===== src/rtl/bday_pkg.sv =====
// Constants and types shared by the birthday-message display blocks
// (button_pager upstream, vga_driver downstream).
package bday_pkg;
    localparam int CLK_HZ    = 25_000_000;
    localparam int NUM_PAGES = 4;
    localparam int PAGE_W    = 2;

    typedef logic [PAGE_W-1:0] page_t;
endpackage


===== src/rtl/button_debounce.sv =====
// Two-flop synchroniser plus level debouncer. A new level is accepted only
// after the synchronised input has held it for DEBOUNCE_CYCLES cycles.
module button_debounce #(
    parameter int DEBOUNCE_CYCLES = 250000
) (
    input  logic clk,
    input  logic reset,
    input  logic in,
    output logic level
);
    localparam int             CW   = $clog2(DEBOUNCE_CYCLES);
    localparam logic [CW-1:0]  TERM = CW'(DEBOUNCE_CYCLES - 1);

    logic          meta;
    logic          sync;
    logic [CW-1:0] cnt;

    always_ff @(posedge clk or posedge reset) begin
        if (reset) begin
            meta  <= 1'b0;
            sync  <= 1'b0;
            cnt   <= '0;
            level <= 1'b0;
        end else begin
            meta <= in;
            sync <= meta;
            // Any return to the accepted level restarts the count.
            if (sync == level) begin
                cnt <= '0;
            end else if (cnt == TERM) begin
                level <= sync;
                cnt   <= '0;
            end else begin
                cnt <= cnt + CW'(1);
            end
        end
    end
endmodule


===== src/rtl/button_pager.sv =====
// Debounced push-button to message-page selector for the VGA stage.
// Optional feature: define LONG_PRESS_EN for hold-to-return-to-page-0.
module button_pager
    import bday_pkg::*;
#(
    parameter int DEBOUNCE_CYCLES = 250000,
    parameter int NUM_PAGES       = bday_pkg::NUM_PAGES,
    parameter int PAGE_W          = bday_pkg::PAGE_W,
    parameter int LONG_CYCLES     = 50000000
) (
    input  logic              clk,
    input  logic              reset,
    input  logic              button,
    output logic              btn_level,
    output logic              btn_press,
    output logic [PAGE_W-1:0] page,
    output logic              page_change
);
    localparam logic [PAGE_W-1:0] LAST_PAGE = PAGE_W'(NUM_PAGES - 1);

    if (DEBOUNCE_CYCLES < 2 || NUM_PAGES < 2 || (1 << PAGE_W) < NUM_PAGES ||
        LONG_CYCLES < 2) begin : g_bad_cfg
        $error("button_pager: illegal parameter combination");
    end

    logic level_q;
    logic rise;
    logic long_fire;

    button_debounce #(
        .DEBOUNCE_CYCLES(DEBOUNCE_CYCLES)
    ) u_debounce (
        .clk  (clk),
        .reset(reset),
        .in   (button),
        .level(btn_level)
    );

    assign rise = btn_level & ~level_q;

`ifdef LONG_PRESS_EN
    localparam int             HW        = $clog2(LONG_CYCLES);
    localparam logic [HW-1:0]  HOLD_TERM = HW'(LONG_CYCLES - 1);

    logic [HW-1:0] hold;
    logic          long_done;

    // long_done makes the return-to-0 fire once per hold after saturation.
    assign long_fire = (hold == HOLD_TERM) && !long_done;

    always_ff @(posedge clk or posedge reset) begin
        if (reset) begin
            hold      <= '0;
            long_done <= 1'b0;
        end else if (!btn_level) begin
            hold      <= '0;
            long_done <= 1'b0;
        end else begin
            if (hold != HOLD_TERM)
                hold <= hold + HW'(1);
            if (long_fire)
                long_done <= 1'b1;
        end
    end
`else
    assign long_fire = 1'b0;
`endif

    always_ff @(posedge clk or posedge reset) begin
        if (reset) begin
            level_q     <= 1'b0;
            btn_press   <= 1'b0;
            page_change <= 1'b0;
            page        <= '0;
        end else begin
            level_q     <= btn_level;
            btn_press   <= rise;
            page_change <= rise | long_fire;
            if (rise)
                page <= (page == LAST_PAGE) ? '0 : page + PAGE_W'(1);
            else if (long_fire)
                page <= '0;
        end
    end
endmodule

===== config.mk =====
export PLATFORM = sky130hd
export DESIGN_NAME = button_pager
export DESIGN_NICKNAME = d
export VERILOG_FILES = /design/src/rtl/bday_pkg.sv /design/src/rtl/button_debounce.sv /design/src/rtl/button_pager.sv
export SDC_FILE = /design/constraint.sdc
export NUM_CORES = 1
export LEC_CHECK = 0
export CORE_ASPECT_RATIO = 1.1
export CORE_MARGIN = 2
export CORE_UTILIZATION = 30
export CTS_BUF_LIST = sky130_fd_sc_hd__clkbuf_8
export DETAILED_ROUTE_END_ITERATION = 10
export GPL_ROUTABILITY_DRIVEN = 0
export PLACE_DENSITY = 0.46
export SETUP_SLACK_MARGIN = 0.2
export SYNTH_ARGS = -nofsm -noshare
export SYNTH_HDL_FRONTEND = slang
export SYNTH_HIERARCHICAL = 1
export SYNTH_SLANG_ARGS = --single-unit

===== constraint.sdc =====
create_clock -name clk -period 2.5 [get_ports clk]
set_input_delay 0.5 -clock clk [delete_from_list [all_inputs] [get_ports clk]]
set_output_delay 0.5 -clock clk [all_outputs]
set_load 0.02 [all_outputs]

==> flow_summary_export.csv <==
group,metric,value,unit
run_status,status,"finished clean",
final_layout,n_fill_cell,359,
die,fp.dieH,69.9,microns
global_route,antenna_found_initial,0,
cts,cts.root.buffer_cell,"clkbuf_8",
worst_setup_path,start_kind,"flop",
timing,worstMarginPinSlew,0.602,ns
timing,hold_viol_final,0,
global_route,grt_usage,0.110,
cts,cts_setup_buffers,0,
timing,maxSlewViolCount,0,
pwr,pwr-share-seq,0.607,
cts,worstSkewPairLatency,0.26,ns
placement,dp_hpwl,1.48,mm
timing,relSlewSlack,0.597,
flow_run,drv_cap,0,
cts,clock_path_buffers,2,
timing,finalCriticalPeriod,2.01,ns
cts,tritoncts,"done",
global_route,grt_use_met3,0.0193,
yosys,yosysMostFrequentCell,"dfrtp_1",
die,start_util,0.319,
drt,finalWirelength,2.06,mm
worst_setup_path,crit_path_cell_trace,"or4_4 > o41ai_4 > buf_4 > nor2_1",
drt,num_vias,786,
yosys,synth_ff_type,"dfrtp_1",
pwr,irDropWorstVdd,0.184,mV
drt,antenna_left,0,
final_layout,syn_to_final_growth,14.6,%
yosys,synth_seq_area_share,0.529,
global_route,gr-total-overflow,0,
cts,cts-buffers-inserted,3,
yosys,synth_commonest_cells,"dfrtp_1 (25), nor2_1 (19), xor2_1 (10)",
worst_setup_path,critPathCaptureType,"flop",
timing,clock-skew-final,0.00127,ns
yosys,synthCells,106,
worst_setup_path,crit_family,"simple AND/OR/NAND/NOR gates",
global_route,grt_pass1_wl,3.93,mm
pwr,p_leak,0.000592,uW
yosys,synth_top_area_cell,"dfrtp_1",
pwr,clkPwrFrac,0.353,
cts,clkTransAtPathRegs,0.09,ns
yosys,mappedNetlistNets,111,
global_route,grt_pass1_vias,879,
worst_setup_path,cp_slowest_cell,"o41ai_4",
pwr,comb_power_share,0.040,
yosys,synth_area,1180,sq um
die,rows,23,
timing,fmaxAchievable,497,MHz
final_layout,n_antenna_cell,0,
final_layout,nets,122,
timing,fin_ws,0.488,ns
global_route,grt_max_degree,22,
yosys,ys_warn_count,6,
cts,postCtsHoldBufs,0,
die,die_x,63.9,microns
worst_setup_path,slowest_delay,0.59,ns
worst_setup_path,cp_num_buf_inv,1,
die,core_area,3710,sq um
placement,port_buffers,7,
pwr,power.density,503,nW/um^2
timing,fin_setup_tns,0,ns
drt,wire_per_inst,12.4,microns
timing,grt_setup_unrepaired,"no",
yosys,synth_area_leaders,"dfrtp_1 (53%), xor2_1 (7.4%), nor2_1 (6.0%)",
drt,routed_via_density,4.73,
timing,setup_viol,0,
yosys,syn-mean-instance-area,11.2,sq um
placement,place_ws,0.455,ns
cts,numClockSinks,25,
die,ios,8,
die,die-area,4460,sq um
min_path,hp-class,"reg2reg",
drt,first_iter_violations,14,
global_route,busiest_layer,"met2",
yosys,ys_types,29,
global_route,grt.met1_usage,0.140,
yosys,async_flop_share,1.00,
worst_setup_path,cp_data_arrival_time,2.17,ns
drt,first_pass_iters,4,
timing,min_period_over_period,0.805,
drt,route.detailed.drc,0,
worst_setup_path,setup.worst_path.class,"reg2reg",
final_layout,drive_above_1_share,0.121,
yosys,synth_seq_cells,25,
global_route,met2_usage,0.183,
pwr,p_int,533,uW
pwr,switching_share,0.219,
pwr,power_switching,149,uW
yosys,synth_edf_count,0,
cts,cts_resized,0,
worst_setup_path,required,2.66,ns
cts,htree_levels,1,
worst_setup_path,crit_fanout,10,
yosys,synth_top_area_share,0.529,
[flip-flops by register name, indices dropped and copies added, names as in the netlist]
register / flops
page_change: 1
page: 2
u_debounce/cnt: 18
u_debounce/meta: 1
level_q: 1
u_debounce/level: 1
u_debounce/sync: 1
[power by group through the flow]
| stage | sequential [uW] | clock (uW) | combinational [uW] |
|---|---|---|---|
| finish | 414 | 240 | 27.4 |
| global route | 416 | 274 | 32.2 |
| CTS | 414 | 255 | 29.2 |
| detailed placement | 422 | 0 | 29.1 |
| global placement | 422 | 0 | 28.6 |
| floorplan | 421 | 0 | 19.6 |
[cells by family (layout without fill, tap and decap cells)]
kind of cell,Yosys count,in the layout,share of synthesized area
xor+xnor,15,15,0.111
flops,25,25,0.529
fa+ha+maj,2,2,0.0211
simple gates,50,50,0.233
compound gates,5,5,0.0423
buf+inv,6,16,0.0296
mux,3,3,0.0349
[metal layers]
| layer | vias up | part of all wire |
|---|---|---|
| li1 | 385 | - |
| met1 | 392 | 0.48 |
| met2 | 7 | 0.49 |
| met3 | 2 | 0.022 |
| met4 | 0 | 0.0082 |
| met5 | - | 0 |
[stage by stage]
stage	total power (uW)	instances	hold WS [ns]	instance area, sq um	util
3_5_place_dp	451	162	0.341	1310	0.352
2_1_floorplan	441	106	0.266	1180	-
3_3_place_gp	450	162	0.335	1310	0.352
4_1_cts	698	166	0.363	1360	0.365
5_1_grt	722	166	0.377	1360	0.365
6_report	682	166	0.358	1360	0.365
[layout by cell type (no fill, tap or decap), drive strengths merged]
| master | netlist | layout |
|---|---|---|
| nand4 | 5 | 5 |
| and2 | 1 | 1 |
| clkbuf | 0 | 3 |
| xor2 | 10 | 10 |
| o31ai | 1 | 1 |
| dfrtp | 25 | 25 |
| o21ai | 1 | 1 |
| and4 | 5 | 5 |
| or3 | 1 | 1 |
| and3 | 1 | 1 |
| clkdlybuf4s50 | 0 | 7 |
| nor4 | 2 | 2 |
| nand2 | 4 | 4 |
| buf | 3 | 2 |
| clkinvlp | 0 | 1 |
| ha | 2 | 2 |
| mux2 | 3 | 3 |
| nor2b | 2 | 2 |
| xnor2 | 5 | 5 |
| inv | 3 | 3 |
| nand2b | 1 | 1 |
| nor2 | 19 | 19 |
| o41ai | 1 | 1 |
| nand3 | 7 | 7 |
| a21oi | 2 | 2 |
| or4 | 2 | 2 |
[path summary, 6_finish.rpt]
check	from	endpoint	slack (ns)	cells past startpoint
setup / recovery	u_debounce/cnt[11]$_DFF_PP0_	u_debounce/cnt[5]$_DFF_PP0_	0.49	4
hold / removal	u_debounce/meta$_DFF_PP0_	u_debounce/sync$_DFF_PP0_	0.36	0
setup reg to reg	u_debounce/cnt[11]$_DFF_PP0_	u_debounce/cnt[5]$_DFF_PP0_	0.49	4
hold reg to reg	u_debounce/meta$_DFF_PP0_	u_debounce/sync$_DFF_PP0_	0.36	0
max in group asynchronous	reset	u_debounce/cnt[9]$_DFF_PP0_	1.70	3
min in group asynchronous	reset	level_q$_DFF_PP0_	0.43	2
[cell type report]
| class | instances | area (sq um) | area share |
|---|---|---|---|
| clock buffers | 3 | 41.3 | 0.0304 |
| clock inverters | 1 | 7.51 | 0.00554 |
| inverters | 3 | 11.3 | 0.00830 |
| multi-input cells | 75 | 523 | 0.386 |
| flip-flops and latches | 25 | 626 | 0.461 |
| well taps | 50 | 62.6 | 0.0461 |
| repair buffers | 9 | 85.1 | 0.0627 |
[worst reg2reg max path: cells and delay by family, from the launching register on]
| family | cells | cell delay (ns) |
|---|---|---|
| simple gates | 2 | 0.63 |
| flops | 1 | 0.42 |
| buf+inv | 1 | 0.27 |
| compound gates | 1 | 0.59 |
Power figures use the tool's default switching activity.
